### src/rtl/msg_play_arbiter.sv
// ============================================================================
//  Module   : msg_play_arbiter
//  Purpose  : Round-robin sequencer sharing one message ROM between two
//             requesters; walks character indices at a programmable pace.
//             Optional abort of an unwanted playback via MSG_ABORT_EN.
//  Revision : 1.0 - initial release
// ============================================================================
`default_nettype none

module msg_play_arbiter #(
  parameter int IDX_W  = 4,
  parameter int PACE_W = 12
) (
  input  logic              clk,
  input  logic              reset,
  input  logic [1:0]        req,
  input  logic [PACE_W-1:0] pace_div,
  input  logic [IDX_W-1:0]  msg_len,
  output logic              rom_sel,
  output logic [IDX_W-1:0]  rom_addr,
  output logic              char_valid,
  input  logic              char_ready,
  output logic [1:0]        done,
  output logic              busy
);

  typedef enum logic [2:0] {
    S_IDLE = 3'd0,
    S_LOAD = 3'd1,
    S_EMIT = 3'd2,
    S_PACE = 3'd3,
    S_DONE = 3'd4
  } state_t;

  state_t              r_state;
  state_t              w_state_nxt;
  logic [IDX_W-1:0]    r_len_q;
  logic [PACE_W-1:0]   r_pace_cnt;
  logic                r_last_grant;
  logic                w_grant;
  logic                w_handshake;
  logic                w_last_char;
  logic                w_abort;

  // Tie goes to whichever requester was not served last.
  assign w_grant     = req[1] & (~req[0] | ~r_last_grant);
  assign w_handshake = (r_state == S_EMIT) && char_ready;
  assign w_last_char = (rom_addr == (r_len_q - IDX_W'(1)));

`ifdef MSG_ABORT_EN
  assign w_abort = ~req[rom_sel];
`else
  assign w_abort = 1'b0;
`endif

  always_ff @(posedge clk) begin
    if (reset) begin
      r_state <= S_IDLE;
    end else begin
      r_state <= w_state_nxt;
    end
  end

  always_comb begin
    w_state_nxt = r_state;
    char_valid  = 1'b0;
    busy        = 1'b1;
    done        = 2'b00;
    case (r_state)
      S_IDLE: begin
        busy = 1'b0;
        if (req != 2'b00) begin
          w_state_nxt = S_LOAD;
        end
      end
      S_LOAD: begin
        if (w_abort) begin
          w_state_nxt = S_IDLE;
        end else if (msg_len == '0) begin
          w_state_nxt = S_DONE;
        end else begin
          w_state_nxt = S_EMIT;
        end
      end
      S_EMIT: begin
        char_valid = 1'b1;
        if (w_handshake) begin
          w_state_nxt = w_last_char ? S_DONE : S_PACE;
        end
      end
      S_PACE: begin
        if (w_abort) begin
          w_state_nxt = S_IDLE;
        end else if (r_pace_cnt == '0) begin
          w_state_nxt = S_EMIT;
        end
      end
      S_DONE: begin
        done        = rom_sel ? 2'b10 : 2'b01;
        w_state_nxt = S_IDLE;
      end
      default: begin
        w_state_nxt = S_IDLE;
      end
    endcase
  end

  // Datapath: grant, ROM address, loaded length, pace counter, fairness bit.
  always_ff @(posedge clk) begin
    if (reset) begin
      rom_sel      <= 1'b0;
      rom_addr     <= '0;
      r_len_q      <= '0;
      r_pace_cnt   <= '0;
      r_last_grant <= 1'b1;
    end else begin
      case (r_state)
        S_IDLE: begin
          if (req != 2'b00) begin
            rom_sel  <= w_grant;
            rom_addr <= '0;
          end
        end
        S_LOAD: begin
          r_len_q <= msg_len;
          if (w_abort) begin
            r_last_grant <= rom_sel;
          end
        end
        S_EMIT: begin
          if (w_handshake && !w_last_char) begin
            rom_addr   <= rom_addr + IDX_W'(1);
            r_pace_cnt <= pace_div;
          end
        end
        S_PACE: begin
          if (w_abort) begin
            r_last_grant <= rom_sel;
          end else if (r_pace_cnt != '0) begin
            r_pace_cnt <= r_pace_cnt - PACE_W'(1);
          end
        end
        S_DONE: begin
          r_last_grant <= rom_sel;
        end
        default: begin
          r_last_grant <= r_last_grant;
        end
      endcase
    end
  end

endmodule

`default_nettype wire

### config.mk
export PLATFORM = sky130hd
export DESIGN_NAME = msg_play_arbiter
export DESIGN_NICKNAME = d
export VERILOG_FILES = /design/src/rtl/msg_play_arbiter.sv
export SDC_FILE = /design/constraint.sdc
export NUM_CORES = 1
export LEC_CHECK = 0
export ABC_AREA = 1
export CORE_UTILIZATION = 58
export CTS_BUF_LIST = sky130_fd_sc_hd__clkbuf_4
export DETAILED_ROUTE_END_ITERATION = 8
export PLACE_DENSITY = 0.87
export SLEW_MARGIN = 20
export SYNTH_ARGS = -nofsm -noshare
export SYNTH_HDL_FRONTEND = slang
export SYNTH_SLANG_ARGS = --single-unit
### constraint.sdc
create_clock -name clk -period 5.7 [get_ports clk]
set_clock_uncertainty 0.1 [all_clocks]
set_input_delay 1.14 -clock clk [delete_from_list [all_inputs] [get_ports clk]]
set_output_delay 1.14 -clock clk [all_outputs]
set_load 0.1 [all_outputs]
# --- Yosys cells after proc, flatten, opt, wreduce, memory -nomap -nowiden ---
# Index checks and enable logic that the tools add are counted.
# W data, S select, Z words.
word_totals:
  reg_bits: 25
  wordCells: 53
  output_inout_bits: 9
  input_bits: 21
classes:
  mux: 16
  addsub: 3
  n_eq_ne: 10
  bitwise_logic: 4
  n_reduce_logical: 14
op_table:
  columns: ["cell", "count"]
  rows:
  - ["$mux W12", 2]
  - ["$pmux W12 S2", 1]
  - ["$mux W3", 5]
  - ["$logic_not A12 Y1", 1]
  - ["$pmux W3 S4", 1]
  - ["$reduce_bool A12 Y1", 1]
  - ["$sub A12 B1 Y12 const B", 1]
  - ["$reduce_and A3 Y1", 3]
  - ["$mux W4", 2]
  - ["$ne A2 B2 Y1 const B", 4]
  - ["$pmux W4 S2", 1]
  - ["$eq A3 B2 Y1 const B", 2]
  - ["$reduce_bool A2 Y1", 3]
  - ["$add A4 B1 Y4 const B", 1]
  - ["$eq A4 B4 Y1", 1]
  - ["$logic_not A4 Y1", 1]
  - ["$mux W2", 2]
  - ["$sub A4 B1 Y4 const B", 1]
  - ["$eq A3 B1 Y1 const B", 1]
  - ["$eq A3 B3 Y1 const B", 1]
  - ["$logic_not A3 Y1", 1]
  - ["$logic_and A1 B1 Y1", 2]
  - ["$mux W1", 2]
  - ["$ne A2 B1 Y1 const B", 1]
  - ["other kinds (5)", 6]

# --- Longest topological paths before layout ---
# Gate-level depths: netlist (run 1).
logic_depth:
  word_depth: 6
  mapped_depth: 14
  mapped_depth_nobuf: 13

# --- Worst setup path after synthesis (run 1) ---
# Ideal clock, no wire load.
synth_path:
  path_type: "register to output"
  startpoint: "register rom_sel"
  endpoint: "output done[0]"
  path_buffers: 0
  slack_ns: 2.393
  t_arrival_ns: 2.067
  path_stages_with_launch: 2
  t_required_ns: 4.460
  path_cell_list: "dfxtp_1 nor2_1"
synth_via:
  elab_chain_len: 2
synth_rtl:
  columns: ["item", "line", "text"]
  rows:
  - ["from (decl)", "19", "output logic rom_sel,"]
  - ["from (signal assigned)", "120", "rom_sel <= w_grant;"]
  - ["$mux W2", "99", "done = rom_sel ? 2'b10 : 2'b01;"]
  - ["$mux W2", "69", "case (r_state)"]
  - ["to (decl)", "23", "output logic [1:0] done,"]
# Every way passes these cells.

# --- Worst setup path after layout (run 1) ---
layout_path:
  startpoint: "register r_state[2]"
  endpoint: "output done[0]"
layout_via:
  elab_chain_len: 2
layout_rtl:
  columns: ["item", "line", "text"]
  rows:
  - ["from (decl)", "35", "state_t r_state;"]
  - ["from (signal assigned)", "60", "r_state <= w_state_nxt;"]
  - ["$eq A3 B3 Y1", "69", null]
  - ["$mux W2", "69", null]
# Every way passes these cells.

==> qor.txt, run 1 <==
status -> finished clean
vias per inst -> 5.15
CTS clock-pin slew for the worst setup and hold paths -> 150 ps
Iter 0 DRT Violations -> 50
MaxCap Viol Count -> 0
Worst VDD drop -> 0.000564 V
first-pass detailed-route iteration total -> 5
pwr/cell area -> 565 nW/um^2
GRT Util Overall -> 25.8%
Synth cell types -> 30
GPL Wtd Cong -> 0.830
post-synth top area cell -> dfxtp_1
Period minus WS final -> 3570 ps
Layout area overhead -> 18.9%
initial antenna violation count -> 0
largest family of logic cells by synthesized area -> simple AND/OR/NAND/NOR gates
Synth Area in Adders -> 3.06%
Post-Syn Area per Cell -> 6.12 um^2
post_cts resized -> 0
full die area -> 3030 um^2
Non-Filler Instances -> 323
XOR/XNOR share of the synthesized area -> 2.14%
num ports -> 30
CP Class -> reg2out
Crit path arrival time -> 2330 ps
Slew Viols, Final -> 0
nature of the critical path endpoint -> primary output
via count -> 1663
Cells after Synth -> 267
Die Y -> 55.1 um
Worst-Skew Late Latency -> 330 ps
Synth async-reset ratio -> 0%
dpl ws -> 2530 ps
Critical Path Fanout Max -> 5
CTS tree -> built
Data required, critical path -> 4460 ps
worst setup margin -> 2130 ps
vias in the first global route -> 1370
worst-case clock buffer depth -> 2
Simple-Gate Fraction of Synth Area -> 40.7%
ranking of synthesized cells by area -> dfxtp_1, nand2_1, nor2_1
port bufs -> 29
most frequent cells in the layout -> nand2_1, nor2_1, inv_1
Max Fclk -> 0.280 GHz
Seq cells post-synth -> 25
clk root buf -> clkbuf_4
post-DP HPWL -> 2630 um
RSZ-0062 raised after global routing -> no
core region area -> 2570 um^2
Post-CTS Hold Fix Bufs -> 0
synth warn -> 0
Post-Syn Area -> 1630 um^2
post-route ant nets -> 0
Final Hold Viols -> 0
Nets -> 319
share of layout cells above drive strength 1 -> 4.44%
antenna cells -> 0
Compound-Gate Fraction of Synth Area -> 11.9%
Avg WL per Cell -> 10.8 um
placed insts -> 319
Final Setup Violations -> 0
Slew headroom -> 35.5%
H-tree Lvls -> 1
Die X -> 55.1 um
Primary FF master, synth -> dfxtp_1
first-pass GRT wire length -> 5620 um
sequential fraction of the synthesis area -> 30.6%
Initial Util -> 63.6%
CTS Buf Count -> 3
hold crit path type -> reg2reg
Synth top area share -> 30.6%
num rows -> 18
startpoint types -> flip-flop
mux cell area share after synthesis -> 0%
leading cell type in the layout, fill and taps excluded -> nand2_1
net count after synthesis -> 292
Final Cycle Share -> 62.7%
drc violations -> 0
routed wire length -> 3500 um
largest net degree at the start of global routing -> 23
global route overflow -> 0
Post-CTS Setup Inserts -> 0
CTS sink count -> 25
Post-synth EDFFs -> 0
Leakage -> 0.942 nW
TNS Setup -> 0 ps
measured slew at the worst slew-check pin -> 964 ps
==> final timing paths <==
| check | end | slack, ps | from | cells after the start |
|---|---|---|---|---|
| hold reg to reg | r_len_q[3] | 380 | r_len_q[3] | 2 |
| setup reg to reg | r_pace_cnt[3] | 3250 | r_state[2] | 8 |
| hold / removal | r_len_q[3] | 380 | r_len_q[3] | 2 |
| setup / recovery | done[0] | 2130 | r_state[2] | 5 |
==> cell usage after synthesis, types with 2 or more instances <==
cell / count
clkinv_1: 3
a21oi_1: 12
a31oi_1: 3
nor3_1: 2
nand3_1: 18
inv_2: 2
nand2_1: 76
inv_1: 32
o21ai_0: 14
dfxtp_1: 25
o21bai_1: 4
xnor2_1: 2
xor2_1: 2
clkbuf_1: 3
ha_1: 4
nand4_1: 5
nor2_1: 47
==> state kept, by name (all words and copies together), names as in the netlist <==
register,cells
r_state,3
r_len_q,4
rom_addr,4
r_last_grant,1
rom_sel,1
r_pace_cnt,12
==> cells by family (layout without fill, tap and decap cells) <==
group,count (synthesis),after routing
compound gates,35,35
flops,25,25
xor+xnor,4,4
simple gates,155,155
fa+ha+maj,4,4
buf+inv,44,70
==> routing by layer <==
metal	routed length [um]	part of all wire, %	GRT usage, %
met3	206	5.9	4.64
met4	64	1.8	9.58
met1	1620	46	32.4
met5	0	0	0
met2	1610	46	43.8
==> through the flow <==
| stage | cell area [um^2] | util [%] | power [W] | hold slack (ps) |
|---|---|---|---|---|
| after CTS | 1940 | 75.7 | 0.00110 | 382 |
| final | 1940 | 75.7 | 0.00110 | 380 |
| after global routing | 1940 | 75.7 | 0.00122 | 402 |
| after detailed placement | 1910 | 74.5 | 0.00101 | 362 |
| after floorplan | 1630 | - | 0.000883 | 329 |
| after global placement | 1910 | 74.5 | 0.000990 | 358 |
==> critical path: stages (launching register included) <==
cell	delay, ps
dfxtp_1	370
inv_1	90
nor3_1	190
inv_1	100
nor2_1	110
clkdlybuf4s50_1	1140
==> area by class of cell <==
type	instances	area, um^2
well taps	30	37.5
inverters	37	139
multi-input cells	198	946
flip-flops and latches	25	500
fillers	233	624
repair buffers	29	290
clock buffers	3	22.5
clock inverters	1	7.51
==> power by group <==
part           switching, W   total, W  internal, W
sequential        0.0000522   0.000290     0.000238
combinational      0.000496   0.000722     0.000226
clock             0.0000586  0.0000855    0.0000269
Power figures use the tool's default switching activity.
==> run 2: changes to the inputs <==
--- a/config.mk
+++ b/config.mk
@@ -6,10 +6,10 @@
 export NUM_CORES = 1
 export LEC_CHECK = 0
 export ABC_AREA = 1
-export CORE_UTILIZATION = 58
+export CORE_UTILIZATION = 54
 export CTS_BUF_LIST = sky130_fd_sc_hd__clkbuf_4
 export DETAILED_ROUTE_END_ITERATION = 8
-export PLACE_DENSITY = 0.87
+export PLACE_DENSITY = 0.82
 export SLEW_MARGIN = 20
 export SYNTH_ARGS = -nofsm -noshare
 export SYNTH_HDL_FRONTEND = slang
==> constraint.sdc (replaced) <==
create_clock -name clk -period 3.4 [get_ports clk]
set_clock_uncertainty 0.1 [all_clocks]
set_input_delay 0.68 -clock clk [delete_from_list [all_inputs] [get_ports clk]]
set_output_delay 0.68 -clock clk [all_outputs]
set_load 0.1 [all_outputs]
==> run 2 against run 1 <==
Net effect:
- the run now ends with DRC left
- power increased by 67%
- core utilization fell by 6.9 points
- first-iteration DRC count is 100% higher
- design area is 0.71% lower
- combinational power rose by 66%
- clock-buffer cell count up 1
- largest cell class unchanged
- clock power grew 67%
- non-clock buffer count is 1 higher
- setup slack worse by 970 ps
- hold slack gained 11 ps
==> qor.txt, run 2 (synthesized netlist as in run 1, its figures left out) <==
status -> finished with violations
failing checks -> DRC
CTS sink count -> 25 (unchanged)
sw frac -> 54.9% (-0.34 points)
Leakage -> 0.967 nW (+2.6%)
Slew Viols, Final -> 0 (unchanged)
# fillers -> 250 (+7.3%)
Nets -> 320 (+0.31%)
Storage cell area -> 500 um^2 (unchanged)
Slew headroom -> 70.2% (+35 points)
post_cts resized -> 0 (unchanged)
first-pass GRT wire length -> 6020 um (+7.2%)
hold crit path type -> reg2reg
port bufs -> 29 (unchanged)
largest net degree at the start of global routing -> 23 (unchanged)
Post-CTS Setup Inserts -> 0 (unchanged)
routed wire length -> 3590 um (+2.4%)
hold slack final -> 391 ps (+10.6 ps)
fraction of power consumed by sequential logic -> 26.6% (about the same)
Critical Path Fanout Max -> 5 (unchanged)
pwr/cell area -> 948 nW/um^2 (+68%)
via count -> 1686 (+1.4%)
num ports -> 30 (unchanged)
core region area -> 2810 um^2 (+9.3%)
vias per inst -> 5.19 (+0.76%)
Avg WL per Cell -> 11.0 um (+1.8%)
Final Setup Violations -> 0 (unchanged)
NetSw -> 0.00100 W (+66%)
MaxCap Viol Count -> 0 (unchanged)
Die Y -> 57.0 um (+3.5%)
min-delay src -> r_len_q[3]
H-tree Lvls -> 1 (unchanged)
drc violations -> 6 (+6)
Max Fclk -> 0.446 GHz
post-route ant nets -> 0 (unchanged)
leading cell type in the layout, fill and taps excluded -> nand2_1
CP Class -> reg2out
RSZ-0062 raised after global routing -> no
Final Hold Viols -> 0 (unchanged)
Die X -> 57.0 um (+3.5%)
reg2reg start -> r_state[2]
Largest register FFs -> 12 (unchanged)
crit-path most repeated cell -> inv_1
Biggest register -> r_pace_cnt
global route overflow -> 0 (unchanged)
CTS clock-pin slew for the worst setup and hold paths -> 140 ps (about the same)
first-pass detailed-route iteration total -> 6 (+1)
vias in the first global route -> 1458 (+6.4%)
Crit path arrival time -> 1460 ps (-870 ps)
GPL Wtd Cong -> 0.791 (-4.7%)
Post-CTS Hold Fix Bufs -> 0 (unchanged)
Period minus WS final -> 2240 ps
Layout area overhead -> 18.1%
Iter 0 DRT Violations -> 101 (+100%)
CTS Buf Count -> 3 (unchanged)
TNS Setup -> 0 ps (unchanged)
Int Pwr -> 0.000824 W (+68%)
GRT Util Overall -> 23.0% (-2.8 points)
multi-input logic area -> 946 um^2 (unchanged)
clk root buf -> clkbuf_4
CP Cell Sequence -> inv_1 > nor3_1 > inv_1 > nor2_1 > buf_4
worst-case clock buffer depth -> 2 (unchanged)
num rows -> 19 (+1)
share of layout cells above drive strength 1 -> 7.82% (+3.4 points)
Worst VDD drop -> 0.000586 V (+4.0%)
nature of the critical path endpoint -> primary output
most frequent cells in the layout -> nand2_1, nor2_1, inv_1
slowest stage delay, CP -> 380 ps (-760 ps)
full die area -> 3250 um^2 (+7.1%)
antenna cells -> 0 (unchanged)
clock power share -> 7.8% (about the same)
Critical-path top delay cell -> dfxtp_1
Comb power frac -> 65.5% (-0.3 points)
Worst-Skew Late Latency -> 320 ps (about the same)
CTS tree -> built
Initial Util -> 58.3% (-5.4 points)
delay-heaviest family, CP -> buffers and inverters
r2r setup slk -> 1270 ps (-1980 ps)
startpoint types -> flip-flop
Top Registers -> r_pace_cnt x12, r_len_q x4, rom_addr x4
post-DP HPWL -> 2690 um (+2.3%)
Data required, critical path -> 2620 ps (-1840 ps)
initial antenna violation count -> 0 (unchanged)
crit path launch -> r_state[2]
Final Cycle Share -> 66.0%
CP Buf/Inv Count -> 3 (unchanged)
measured slew at the worst slew-check pin -> 445 ps (-519 ps)
==> run 2: cell types whose count changed in the layout (fill, tap and decap cells not counted) <==
cell | before | now
clkinvlp_4 | 1 | 0
buf_4 | 0 | 10
clkbuf_4 | 3 | 4
clkdlybuf4s50_1 | 29 | 20
==> run 2: path summary, 6_finish.rpt <==
path                                      end  cells past startpoint
worst min-delay path               r_len_q[3]                      2
worst max-delay path                  done[0]                      5
worst max register to register  r_pace_cnt[7]                     10
worst min register to register     r_len_q[3]                      2
==> run 2: cell type report <==
class	count	area share (%)
multi-input cells	198	49.0
flip-flops and latches	25	25.9
repair buffers	30	14.3
inverters	37	7.20
well taps	31	2.01
clock buffers	4	1.56
==> run 2: worst reg2reg max path, stage by stage, from the launching register on <==
cell      delay (ps)
dfxtp_1          350
inv_1            140
nand3_1           80
buf_4            190
inv_1            320
nand2_1          160
nand2_1          170
nand3_4          230
nand2_1          160
clkinv_1          70
nor2_1            90
==> run 2: power groups by stage <==
stage / Sequential, W / Clock (W) / Combinational [W]
3_3_place_gp: 0.000489 / 0 / 0.00117
5_1_grt: 0.000498 / 0.000158 / 0.00135
2_1_floorplan: 0.000575 / 0 / 0.000906
4_1_cts: 0.000484 / 0.000145 / 0.00120
3_5_place_dp: 0.000490 / 0 / 0.00119
6_report: 0.000487 / 0.000143 / 0.00120
==> run 2: per-stage QoR <==
step	utilization, %	cell area (um^2)	total power [W]	std cells	worst slack [ps]
detailed placement	67.7	1900	0.00168	321	1110
CTS	68.8	1930	0.00183	325	1170
floorplan	-	1630	0.00148	267	553
global route	68.8	1930	0.00201	325	1010
global placement	67.7	1900	0.00166	321	1150
finish	68.8	1930	0.00183	325	1160
==> run 2: per-layer routing <==
| metal | GRT usage (%) | vias up | share of wire [%] |
|---|---|---|---|
| li1 | - | 894 | - |
| met1 | 31.5 | 740 | 49 |
| met2 | 38.0 | 47 | 45 |
| met3 | 2.27 | 5 | 5.0 |
| met4 | 8.01 | 0 | 1.3 |
| met5 | 0 | - | 0 |
==> run 3: changes to the inputs <==
--- a/config.mk
+++ b/config.mk
@@ -6,10 +6,10 @@
 export NUM_CORES = 1
 export LEC_CHECK = 0
 export ABC_AREA = 1
-export CORE_UTILIZATION = 54
+export CORE_UTILIZATION = 49
 export CTS_BUF_LIST = sky130_fd_sc_hd__clkbuf_4
 export DETAILED_ROUTE_END_ITERATION = 8
-export PLACE_DENSITY = 0.82
+export PLACE_DENSITY = 0.78
 export SLEW_MARGIN = 20
 export SYNTH_ARGS = -nofsm -noshare
 export SYNTH_HDL_FRONTEND = slang
==> constraint.sdc (replaced) <==
create_clock -name clk -period 1.9 [get_ports clk]
set_clock_uncertainty 0.1 [all_clocks]
set_input_delay 0.38 -clock clk [delete_from_list [all_inputs] [get_ports clk]]
set_output_delay 0.38 -clock clk [all_outputs]
set_load 0.1 [all_outputs]
==> run 3 against run 2 <==
Net effect:
- the run now ends clean
- critical path depth increased by 5
- power increased by 99%
- hold slack got worse by 13 ps
- sequential share of layout area decreased by 2.7 points
- global-route usage decreased by 1.7 points
- die area increased by 9.8%
- setup slack got worse by 1100 ps
- via count increased by 4.2%
- first-iteration DRC count decreased by 11%
- largest power group unchanged
==> qor.txt, run 3 (synthesized netlist as in run 1, its figures left out) <==
Initial Util -> 52.7% (-5.6 points)
num ports -> 30 (unchanged)
most frequent cells in the layout -> nand2_1, nor2_1, inv_1
worst-case clock buffer depth -> 2 (unchanged)
via count -> 1756 (+4.2%)
TNS Setup -> 0 ps (unchanged)
Biggest register -> r_pace_cnt
routed wire length -> 3870 um (+7.8%)
Critical-path top delay cell -> dfxtp_2
Post-CTS Hold Fix Bufs -> 0 (unchanged)
Iter 0 DRT Violations -> 90 (-11%)
post-route ant nets -> 0 (unchanged)
RSZ-0062 raised after global routing -> yes
Nets -> 329 (+2.8%)
crit path launch -> r_state[0]
nature of the critical path endpoint -> flip-flop
CTS Buf Count -> 3 (unchanged)
delay-heaviest family, CP -> simple AND/OR/NAND/NOR gates
startpoint types -> flip-flop
Crit path arrival time -> 1970 ps (+510 ps)
Final Setup Violations -> 0 (unchanged)
CP Buf/Inv Count -> 3 (unchanged)
Slew headroom -> 75.8% (+5.6 points)
CP Class -> reg2reg
Die Y -> 59.7 um (+4.8%)
Layout area overhead -> 34.6%
Period minus WS final -> 1840 ps
GPL Wtd Cong -> 0.813 (+2.7%)
Worst VDD drop -> 0.00111 V (+90%)
Largest register FFs -> 12 (unchanged)
Final Cycle Share -> 96.8%
drc violations -> 0 (-6)
Final Hold Viols -> 0 (unchanged)
first-pass detailed-route iteration total -> 6 (unchanged)
reg2reg start -> r_state[0]
first-pass GRT wire length -> 5900 um (-2.1%)
leading cell type in the layout, fill and taps excluded -> nand2_1
Top Registers -> r_pace_cnt x12, r_len_q x4, rom_addr x4
full die area -> 3570 um^2 (+9.8%)
port bufs -> 29 (unchanged)
initial antenna violation count -> 0 (unchanged)
vias per inst -> 5.06 (-2.5%)
antenna cells -> 0 (unchanged)
H-tree Lvls -> 1 (unchanged)
largest net degree at the start of global routing -> 23 (unchanged)
pwr/cell area -> 1650 nW/um^2 (+75%)
Die X -> 59.7 um (+4.8%)
Worst-Skew Late Latency -> 320 ps (about the same)
share of layout cells above drive strength 1 -> 16.2% (+8.3 points)
Leakage -> 1.04 nW (+7.3%)
slowest stage delay, CP -> 390 ps (about the same)
num rows -> 20 (+1)
GRT Util Overall -> 21.3% (-1.7 points)
vias in the first global route -> 1447 (-0.75%)
CP Cell Sequence -> nor2_4 > inv_2 > nor2_8 > inv_2 > or2_0 > buf_4 > nand2_1 > nor2_1 > a21oi_1 > nor2_1
measured slew at the worst slew-check pin -> 362 ps (-83.6 ps)
hold crit path type -> reg2reg
CTS sink count -> 25 (unchanged)
core region area -> 3100 um^2 (+11%)
CTS clock-pin slew for the worst setup and hold paths -> 140 ps (about the same)
Data required, critical path -> 2030 ps (-590 ps)
global route overflow -> 0 (unchanged)
Avg WL per Cell -> 11.1 um (+0.97%)
Critical Path Fanout Max -> 8 (+3)
clk root buf -> clkbuf_4
status -> finished clean
min-delay src -> r_len_q[3]
placed cell areas -> 2090 um^2 (+10%)
Max Fclk -> 0.544 GHz
post-DP HPWL -> 2730 um (+1.4%)
CTS tree -> built
MaxCap Viol Count -> 0 (unchanged)
design area -> 2200 um^2 (+14%)
Slew Viols, Final -> 0 (unchanged)
## run 3: routing by layer
metal	global-route usage, %	up-vias	part of all wire (%)
li1	-	921	-
met1	29.7	784	49
met2	35.6	47	46
met3	1.95	4	4.8
met4	4.32	0	0.62
met5	0	-	0
## run 3: worst paths after layout
check / endpoint / slack [ps] / cells after the start
max: r_state[1] / 60 / 10
min: r_len_q[3] / 380 / 2
max reg2reg: r_state[1] / 60 / 10
min reg2reg: r_len_q[3] / 380 / 2
## run 3: what timing repair did
action / 4_1_cts / 5_1_grt
setup endpoints to repair: 1 / 18
gates cloned: 0 / 2
resized for setup: 1 / 15
buffers inserted: 0 / 0
pin swaps: 0 / 5
## run 3: stage by stage
step	cells	total power (W)	utilization (%)	setup WS (ps)	hold WS (ps)
global route	347	0.00395	70.9	-19.9	411
detailed placement	341	0.00323	67.4	16.5	364
CTS	345	0.00350	68.5	3.51	384
global placement	341	0.00319	67.4	66.4	349
finish	347	0.00364	70.9	60.5	378
floorplan	267	0.00266	-	-24.2	329
## run 3: worst reg2reg max path, delay by kind of cell (launching register included)
kind	cells	cell delay, ps
and+or+nand+nor	6	720
DFF	1	390
buffers and inverters	3	340
AOI/OAI and AO/OA	1	190
## run 3: final cells by class
cell class / count / area (um^2)
Sequential cell: 25 / 510
Tap cell: 44 / 55.1
Inverter: 37 / 139
Multi-Input combinational cell: 200 / 1020
Fill cell: 274 / 903
Clock buffer: 4 / 30.0
Timing Repair Buffer: 37 / 440
## run 3: power by group
group | internal (W) | total [W] | switching, W
logic | 0.000879 | 0.00247 | 0.00159
registers | 0.000725 | 0.000903 | 0.000178
clock network | 0.0000965 | 0.000265 | 0.000168
